**src/rtl/qarma128_pkg.sv**
```systemverilog
// Shared QARMA-128 tweakey constants, block type and cell helpers.
// QARMA_TK_PARITY_EN adds a per-cell parity field to tk_blk_t.
package qarma128_pkg;

  localparam int unsigned CELL_W = 8;
  localparam int unsigned NCELL  = 16;
  localparam int unsigned BLK_W  = CELL_W * NCELL;

  // Forward tweak permutation h: new cell i takes old cell H_PERM[i].
  localparam int unsigned H_PERM [NCELL] = '{6, 5, 14, 15, 0, 1, 2, 3, 7, 12, 13, 4, 8, 9, 10, 11};
  localparam int unsigned H_INV  [NCELL] = '{4, 5, 6, 7, 11, 1, 0, 8, 12, 13, 14, 15, 9, 10, 2, 3};

  // Bit 15 corresponds to cell 0: LFSR cells {0,1,3,4,8,11,13}.
  localparam logic [NCELL-1:0] OMEGA_CELLS = 16'hD894;

  typedef enum logic [1:0] {
    StEmpty,
    StOne,
    StFull
  } skid_state_e;

  typedef struct packed {
    logic [BLK_W-1:0] state;
    logic [BLK_W-1:0] tweak;
    logic [BLK_W-1:0] tk;
`ifdef QARMA_TK_PARITY_EN
    logic [NCELL-1:0] par;
`endif
  } tk_blk_t;

  function automatic logic [CELL_W-1:0] omega_inv(input logic [CELL_W-1:0] y);
    return {y[6:0], y[7] ^ y[1]};
  endfunction

  // Even parity per cell; bit 15 belongs to cell 0.
  function automatic logic [NCELL-1:0] cell_parity(input logic [BLK_W-1:0] v);
    logic [NCELL-1:0] p;
    p = '0;
    for (int i = 0; i < NCELL; i++) begin
      p[i] = ^v[i*CELL_W +: CELL_W];
    end
    return p;
  endfunction

endpackage

```
**src/rtl/qarma128_inv_tk_stage_if.sv**
```systemverilog
// Upstream/downstream handshake and data bundle of the inverse tweakey stage.
// QARMA_TK_PARITY_EN adds out_tk_par.
interface qarma128_inv_tk_stage_if;
  import qarma128_pkg::*;

  logic             in_valid;
  logic             in_ready;
  logic [BLK_W-1:0] in_state;
  logic [BLK_W-1:0] in_tweak;
  logic [BLK_W-1:0] in_key;
  logic             out_valid;
  logic             out_ready;
  logic [BLK_W-1:0] out_state;
  logic [BLK_W-1:0] out_tweak;
  logic [BLK_W-1:0] out_tk;
`ifdef QARMA_TK_PARITY_EN
  logic [NCELL-1:0] out_tk_par;
`endif

  modport master (
    output in_valid, in_state, in_tweak, in_key, out_ready,
    input  in_ready, out_valid, out_state, out_tweak, out_tk
`ifdef QARMA_TK_PARITY_EN
    , input out_tk_par
`endif
  );

  modport slave (
    input  in_valid, in_state, in_tweak, in_key, out_ready,
    output in_ready, out_valid, out_state, out_tweak, out_tk
`ifdef QARMA_TK_PARITY_EN
    , output out_tk_par
`endif
  );

endinterface

```
**src/rtl/qarma128_tweak_inv_update.sv**
```systemverilog
// Combinational inverse tweak update: omega^-1 on the LFSR cells, then h^-1.
module qarma128_tweak_inv_update
  import qarma128_pkg::*;
(
  input  logic [BLK_W-1:0] tweak,
  output logic [BLK_W-1:0] tweak_upd
);

  logic [BLK_W-1:0] mixed;

  always_comb begin
    mixed = '0;
    for (int i = 0; i < NCELL; i++) begin
      if (OMEGA_CELLS[NCELL-1-i]) begin
        mixed[(NCELL-1-i)*CELL_W +: CELL_W] = omega_inv(tweak[(NCELL-1-i)*CELL_W +: CELL_W]);
      end else begin
        mixed[(NCELL-1-i)*CELL_W +: CELL_W] = tweak[(NCELL-1-i)*CELL_W +: CELL_W];
      end
    end
  end

  always_comb begin
    tweak_upd = '0;
    for (int j = 0; j < NCELL; j++) begin
      tweak_upd[(NCELL-1-j)*CELL_W +: CELL_W] = mixed[(NCELL-1-H_INV[j])*CELL_W +: CELL_W];
    end
  end

endmodule

```
**src/rtl/qarma128_inv_tk_stage.sv**
```systemverilog
// Registered tweakey stage ahead of a QARMA-128 inverse round, with 2-entry skid.
// QARMA_TK_PARITY_EN adds registered per-cell parity of out_tk.
module qarma128_inv_tk_stage
  import qarma128_pkg::*;
#(
  parameter logic [BLK_W-1:0] RC        = '0,
  parameter bit               DO_UPDATE = 1'b1
) (
  input logic                    clk,
  input logic                    rst,
  qarma128_inv_tk_stage_if.slave bus
);

  skid_state_e      state_q, state_d;
  tk_blk_t          r_q, r_d, s_q, s_d;
  tk_blk_t          blk_in;
  logic [BLK_W-1:0] tweak_step;
  logic [BLK_W-1:0] tweak_new;
  logic             push, pop;

  qarma128_tweak_inv_update u_upd (
    .tweak     (bus.in_tweak),
    .tweak_upd (tweak_step)
  );

  assign tweak_new = DO_UPDATE ? tweak_step : bus.in_tweak;

  always_comb begin
    blk_in       = '0;
    blk_in.state = bus.in_state;
    blk_in.tweak = tweak_new;
    blk_in.tk    = tweak_new ^ bus.in_key ^ RC;
`ifdef QARMA_TK_PARITY_EN
    blk_in.par   = cell_parity(blk_in.tk);
`endif
  end

  // in_ready depends only on registered state and rst, never on out_ready.
  assign bus.in_ready  = !rst && (state_q != StFull);
  assign bus.out_valid = (state_q != StEmpty);
  assign push          = bus.in_valid && bus.in_ready;
  assign pop           = bus.out_valid && bus.out_ready;

  always_comb begin
    state_d = state_q;
    r_d     = r_q;
    s_d     = s_q;
    unique case (state_q)
      StEmpty: begin
        if (push) begin
          r_d     = blk_in;
          state_d = StOne;
        end
      end
      StOne: begin
        if (push && pop) begin
          r_d = blk_in;
        end else if (push) begin
          s_d     = blk_in;
          state_d = StFull;
        end else if (pop) begin
          state_d = StEmpty;
        end
      end
      StFull: begin
        if (pop) begin
          r_d     = s_q;
          state_d = StOne;
        end
      end
      default: state_d = StEmpty;
    endcase
  end

  always_ff @(posedge clk) begin
    if (rst) begin
      state_q <= StEmpty;
      r_q     <= '0;
      s_q     <= '0;
    end else begin
      state_q <= state_d;
      r_q     <= r_d;
      s_q     <= s_d;
    end
  end

  assign bus.out_state = r_q.state;
  assign bus.out_tweak = r_q.tweak;
  assign bus.out_tk    = r_q.tk;
`ifdef QARMA_TK_PARITY_EN
  assign bus.out_tk_par = r_q.par;
`endif

endmodule

```
**src/flat_wrapper.sv**
```systemverilog
// flat-port wrapper written by rule: the top's interface ports become plain ports
module qarma128_inv_tk_stage_flat import qarma128_pkg::*;
#(
  parameter logic [BLK_W-1:0] RC        = '0,
  parameter bit               DO_UPDATE = 1'b1
)
  (clk, rst, bus_in_valid, bus_in_state, bus_in_tweak, bus_in_key, bus_out_ready, bus_in_ready, bus_out_valid, bus_out_state, bus_out_tweak, bus_out_tk);
  qarma128_inv_tk_stage_if bus_i ();
  input logic clk;
  input logic rst;
  input wire logic [$bits(bus_i.in_valid)-1:0] bus_in_valid;
  input wire logic [$bits(bus_i.in_state)-1:0] bus_in_state;
  input wire logic [$bits(bus_i.in_tweak)-1:0] bus_in_tweak;
  input wire logic [$bits(bus_i.in_key)-1:0] bus_in_key;
  input wire logic [$bits(bus_i.out_ready)-1:0] bus_out_ready;
  output wire logic [$bits(bus_i.in_ready)-1:0] bus_in_ready;
  output wire logic [$bits(bus_i.out_valid)-1:0] bus_out_valid;
  output wire logic [$bits(bus_i.out_state)-1:0] bus_out_state;
  output wire logic [$bits(bus_i.out_tweak)-1:0] bus_out_tweak;
  output wire logic [$bits(bus_i.out_tk)-1:0] bus_out_tk;
  assign bus_i.in_valid = bus_in_valid;
  assign bus_i.in_state = bus_in_state;
  assign bus_i.in_tweak = bus_in_tweak;
  assign bus_i.in_key = bus_in_key;
  assign bus_i.out_ready = bus_out_ready;
  assign bus_in_ready = bus_i.in_ready;
  assign bus_out_valid = bus_i.out_valid;
  assign bus_out_state = bus_i.out_state;
  assign bus_out_tweak = bus_i.out_tweak;
  assign bus_out_tk = bus_i.out_tk;
  qarma128_inv_tk_stage #(.RC(RC), .DO_UPDATE(DO_UPDATE)) u_core (.clk(clk), .rst(rst), .bus(bus_i));
endmodule
```
**config.mk**
```make
export PLATFORM = sky130hd
export DESIGN_NAME = qarma128_inv_tk_stage_flat
export DESIGN_NICKNAME = d
export VERILOG_FILES = /design/src/rtl/qarma128_pkg.sv /design/src/rtl/qarma128_inv_tk_stage_if.sv /design/src/rtl/qarma128_tweak_inv_update.sv /design/src/rtl/qarma128_inv_tk_stage.sv /design/src/flat_wrapper.sv
export SDC_FILE = /design/constraint.sdc
export NUM_CORES = 2
export LEC_CHECK = 0
export BUFFER_PORTS_ARGS = -buffer_cell sky130_fd_sc_hd__buf_2
export CORE_AREA = 4 4 299 301
export DETAILED_ROUTE_END_ITERATION = 7
export DIE_AREA = 0 0 303 305
export PLACE_DENSITY = 0.67
export SYNTH_ARGS = -nofsm -noshare
export SYNTH_HDL_FRONTEND = slang
export SYNTH_SLANG_ARGS = --single-unit
export TNS_END_PERCENT = 1
```
**constraint.sdc**
```tcl
create_clock -name clk -period 2.2 [get_ports clk]
set_input_delay 0.11 -clock clk [delete_from_list [all_inputs] [get_ports clk]]
set_output_delay 0.11 -clock clk [all_outputs]
set_load 0.005 [all_outputs]
```
==> flow_metrics.tcl <==
set metrics [dict create \
    routed_wl_um 112000 \
    die_w_um 303 \
    min-delay-path-class "in2reg" \
    antenna_found_initial 7 \
    tightest_slew_ns 1.06 \
    end_kind "flip-flop" \
    drt_iter0_markers 2663 \
    clock_skew_ns 0.0358 \
    cts_tree "built" \
    rsz0062_at_grt "false" \
    track_usage_pct 22.8 \
    slowest_stage "dfxtp_1" \
    via_count 30958 \
    fmax_mhz 496 \
    setup_ws_ns 0.185 \
    ys_warn_count 0 \
    insertion_delay_ns 0.63 \
    path_clk_slew_ns 0.06 \
    yosysSeqAreaShare_pct 50.5 \
    avgSynthCellArea_um2 7.98 \
    timing.slew.headroom_pct 29.1 \
    initial_core_util_pct 35.3 \
    utilization_pct 49.1 \
    finalHoldViolations 0 \
    first_pass_iters 6 \
    max_stage_delay_ns 0.46 \
    p_comb_share_pct 12.7 \
    critPathLaunchType "flip-flop" \
    slew_violations 0 \
    setup_viol 0 \
    n_fill_cell 7962 \
    tns_ns 0 \
    r2r_slack_ns 0.18 \
    place_ws_ns 0.153 \
    p_clk_share_pct 43.2 \
    crit_arrival_ns 2.47 \
    cts-root-buf "clkbuf_16" \
    dp_hpwl_um 71900 \
    dieHeight_um 305 \
    final.period_utilization_pct 91.6 \
    area_growth_pct 39.3 \
    crit_buf_inv 4 \
    final_nets 5217 \
    switching_share_pct 25.9 \
    cts_max_level 3 \
    wl_per_cell_um 18.4 \
    portBuffers 773 \
    crit_family "buffers and inverters" \
    finalPower_mw 34.0 \
    p_leak_nw 17.1 \
    ys_ff_latch 770 \
    status "complete, no violations" \
    io_pins 774 \
    worstPathRequired_ns 2.65 \
    ant_nets 0 \
    cts_buffer_depth 3 \
    p_switching_mw 8.79 \
    crit_top_cell "buf_4" \
    period_needed_ns 2.02 \
    overflow 0 \
    grt_pass1_vias 29350 \
    gp_congestion 0.867 \
    p_per_area_nw_per_um2 798 \
    path_cells "nor2b_1 > o32ai_4 > buf_4 > clkbuf_16 > buf_12 > buf_4 > o211ai_1 > a21oi_1" \
    internal_power_mw 25.2 \
    syn_area_um2 30500 \
    core-area_um2 86600 \
    grt_pass1_wl_um 170000 \
    crit_fanout 13 \
    syn-num-nets 4216 \
    yosysUniqueCellTypes 21 \
    critical_path_class "reg2reg" \
    maxCapViolations 0 \
    drc 0 \
    cts_num_sinks 770 \
    fp.dieArea_um2 92400 \
    hold_ws_ns 0.0577 \
    drive_gt1_share_pct 20.6 \
    synthCells 3828 \
    numCtsBuffers 86 \
    grt_max_degree 199 \
    avgViaCountPerCell 5.11 \
    rows 108 \
    p_seq_share_pct 44.1 \
    peakVddDrop_mv 0.664 \
]
final timing paths:
| check | startpoint | end | cells past startpoint |
|---|---|---|---|
| max | u_core.state_q[0] | u_core.bus.out_tk[31] | 8 |
| min | bus_in_tweak[127] | u_core.s_q[200] | 4 |
| max reg2reg | u_core.state_q[0] | u_core.bus.out_tk[31] | 8 |
| min reg2reg | u_core.s_q[274] | u_core.bus.out_state[18] | 2 |
flip-flops by register name, indices dropped and copies added (netlist names):
signal and flops:
u_core.bus.out_tk 128, u_core.s_q 384, u_core.state_q 2, u_core.bus.out_tweak 128
u_core.bus.out_state 128
power groups by stage:
stage | Combinational [mW] | Sequential, mW | Clock (mW)
after floorplan | 1.85 | 15.2 | 0
after global placement | 3.63 | 15.3 | 0
after detailed placement | 3.68 | 15.3 | 0
after CTS | 4.25 | 15.0 | 15.0
after global routing | 4.75 | 15.0 | 15.5
final | 4.32 | 15.0 | 14.7
stage by stage:
stage               std cells  area [µm²]
global placement         5500       35700
global route             6053       42500
CTS                      6040       42400
detailed placement       5500       35700
finish                   6054       42500
floorplan                3828       30500
cell usage in the layout, fill, tap and decap left out, types with 14 or more instances in the layout:
cell and instances:
a311oi_1 249, a21oi_1 394, clkbuf_16 88, buf_4 40, buf_2 772, buf_12 48
o211ai_1 128, clkinv_2 14, a211oi_1 135, dfxtp_1 770, xnor2_1 135, nor2_1 386
nand2_1 1276, clkbuf_1 17, dlygate4sd3_1 388
logic make-up after synthesis:
logic type      Yosys count  share of synthesized area, %
buf+inv                 343                          4.86
xor+xnor                135                          3.87
flops                   770                          50.5
simple gates           1670                          20.6
compound gates          910                          20.2
repair_timing:
item | CTS | global route
gates cloned | 0 | 2
resized for setup | 0 | 4
hold endpoints to repair | 748 | 0
setup endpoints to repair | 1 | 9
buffers inserted | 0 | 7
pin swaps | 0 | 1
hold buffers | 388 | 0
per-layer routing:
metal / share of wire (%) / GRT usage (%)
met4: 5.0 / 10.6
met3: 8.1 / 5.61
met1: 40 / 28.6
met5: 0 / 0
met2: 47 / 36.8
worst register-to-register path, cell delays in order, from the launching register on:
cell,delay [ns]
dfxtp_1,0.46
nor2b_1,0.34
o32ai_4,0.12
buf_4,0.17
clkbuf_16,0.19
buf_12,0.16
buf_4,0.17
o211ai_1,0.12
a21oi_1,0.10
synthesized netlist by cell type:
master | instances | area share (%)
a21oi_1 | 394 | 6.5
clkbuf_1 | 177 | 2.2
xnor2_1 | 135 | 3.9
nand2b_1 | 3 | 0.061
nor2b_1 | 1 | 0.021
nor3_2 | 1 | 0.033
o32a_1 | 1 | 0.033
buf_1 | 8 | 0.098
or3_1 | 1 | 0.021
o32ai_2 | 1 | 0.053
o22ai_1 | 1 | 0.021
inv_1 | 2 | 0.025
or2_2 | 1 | 0.021
o211ai_1 | 128 | 3.1
a311oi_1 | 249 | 7.1
nor2_1 | 387 | 4.8
a211oi_1 | 135 | 3.3
buf_2 | 156 | 2.6
nand2_1 | 1276 | 16
o21ai_0 | 1 | 0.016
dfxtp_1 | 770 | 50
layout make-up:
| class | count | area (µm²) | share of cell area [%] |
|---|---|---|---|
| Clock inverter | 36 | 458 | 1.08 |
| Sequential cell | 770 | 15400 | 36.2 |
| Tap cell | 1155 | 1450 | 3.40 |
| Antenna cell | 5 | 12.5 | 0.0294 |
| Timing Repair Buffer | 1254 | 9110 | 21.4 |
| Clock buffer | 117 | 2420 | 5.69 |
| Inverter | 2 | 7.51 | 0.0176 |
| Multi-Input combinational cell | 2715 | 13700 | 32.1 |
Power figures use the tool's default switching activity.
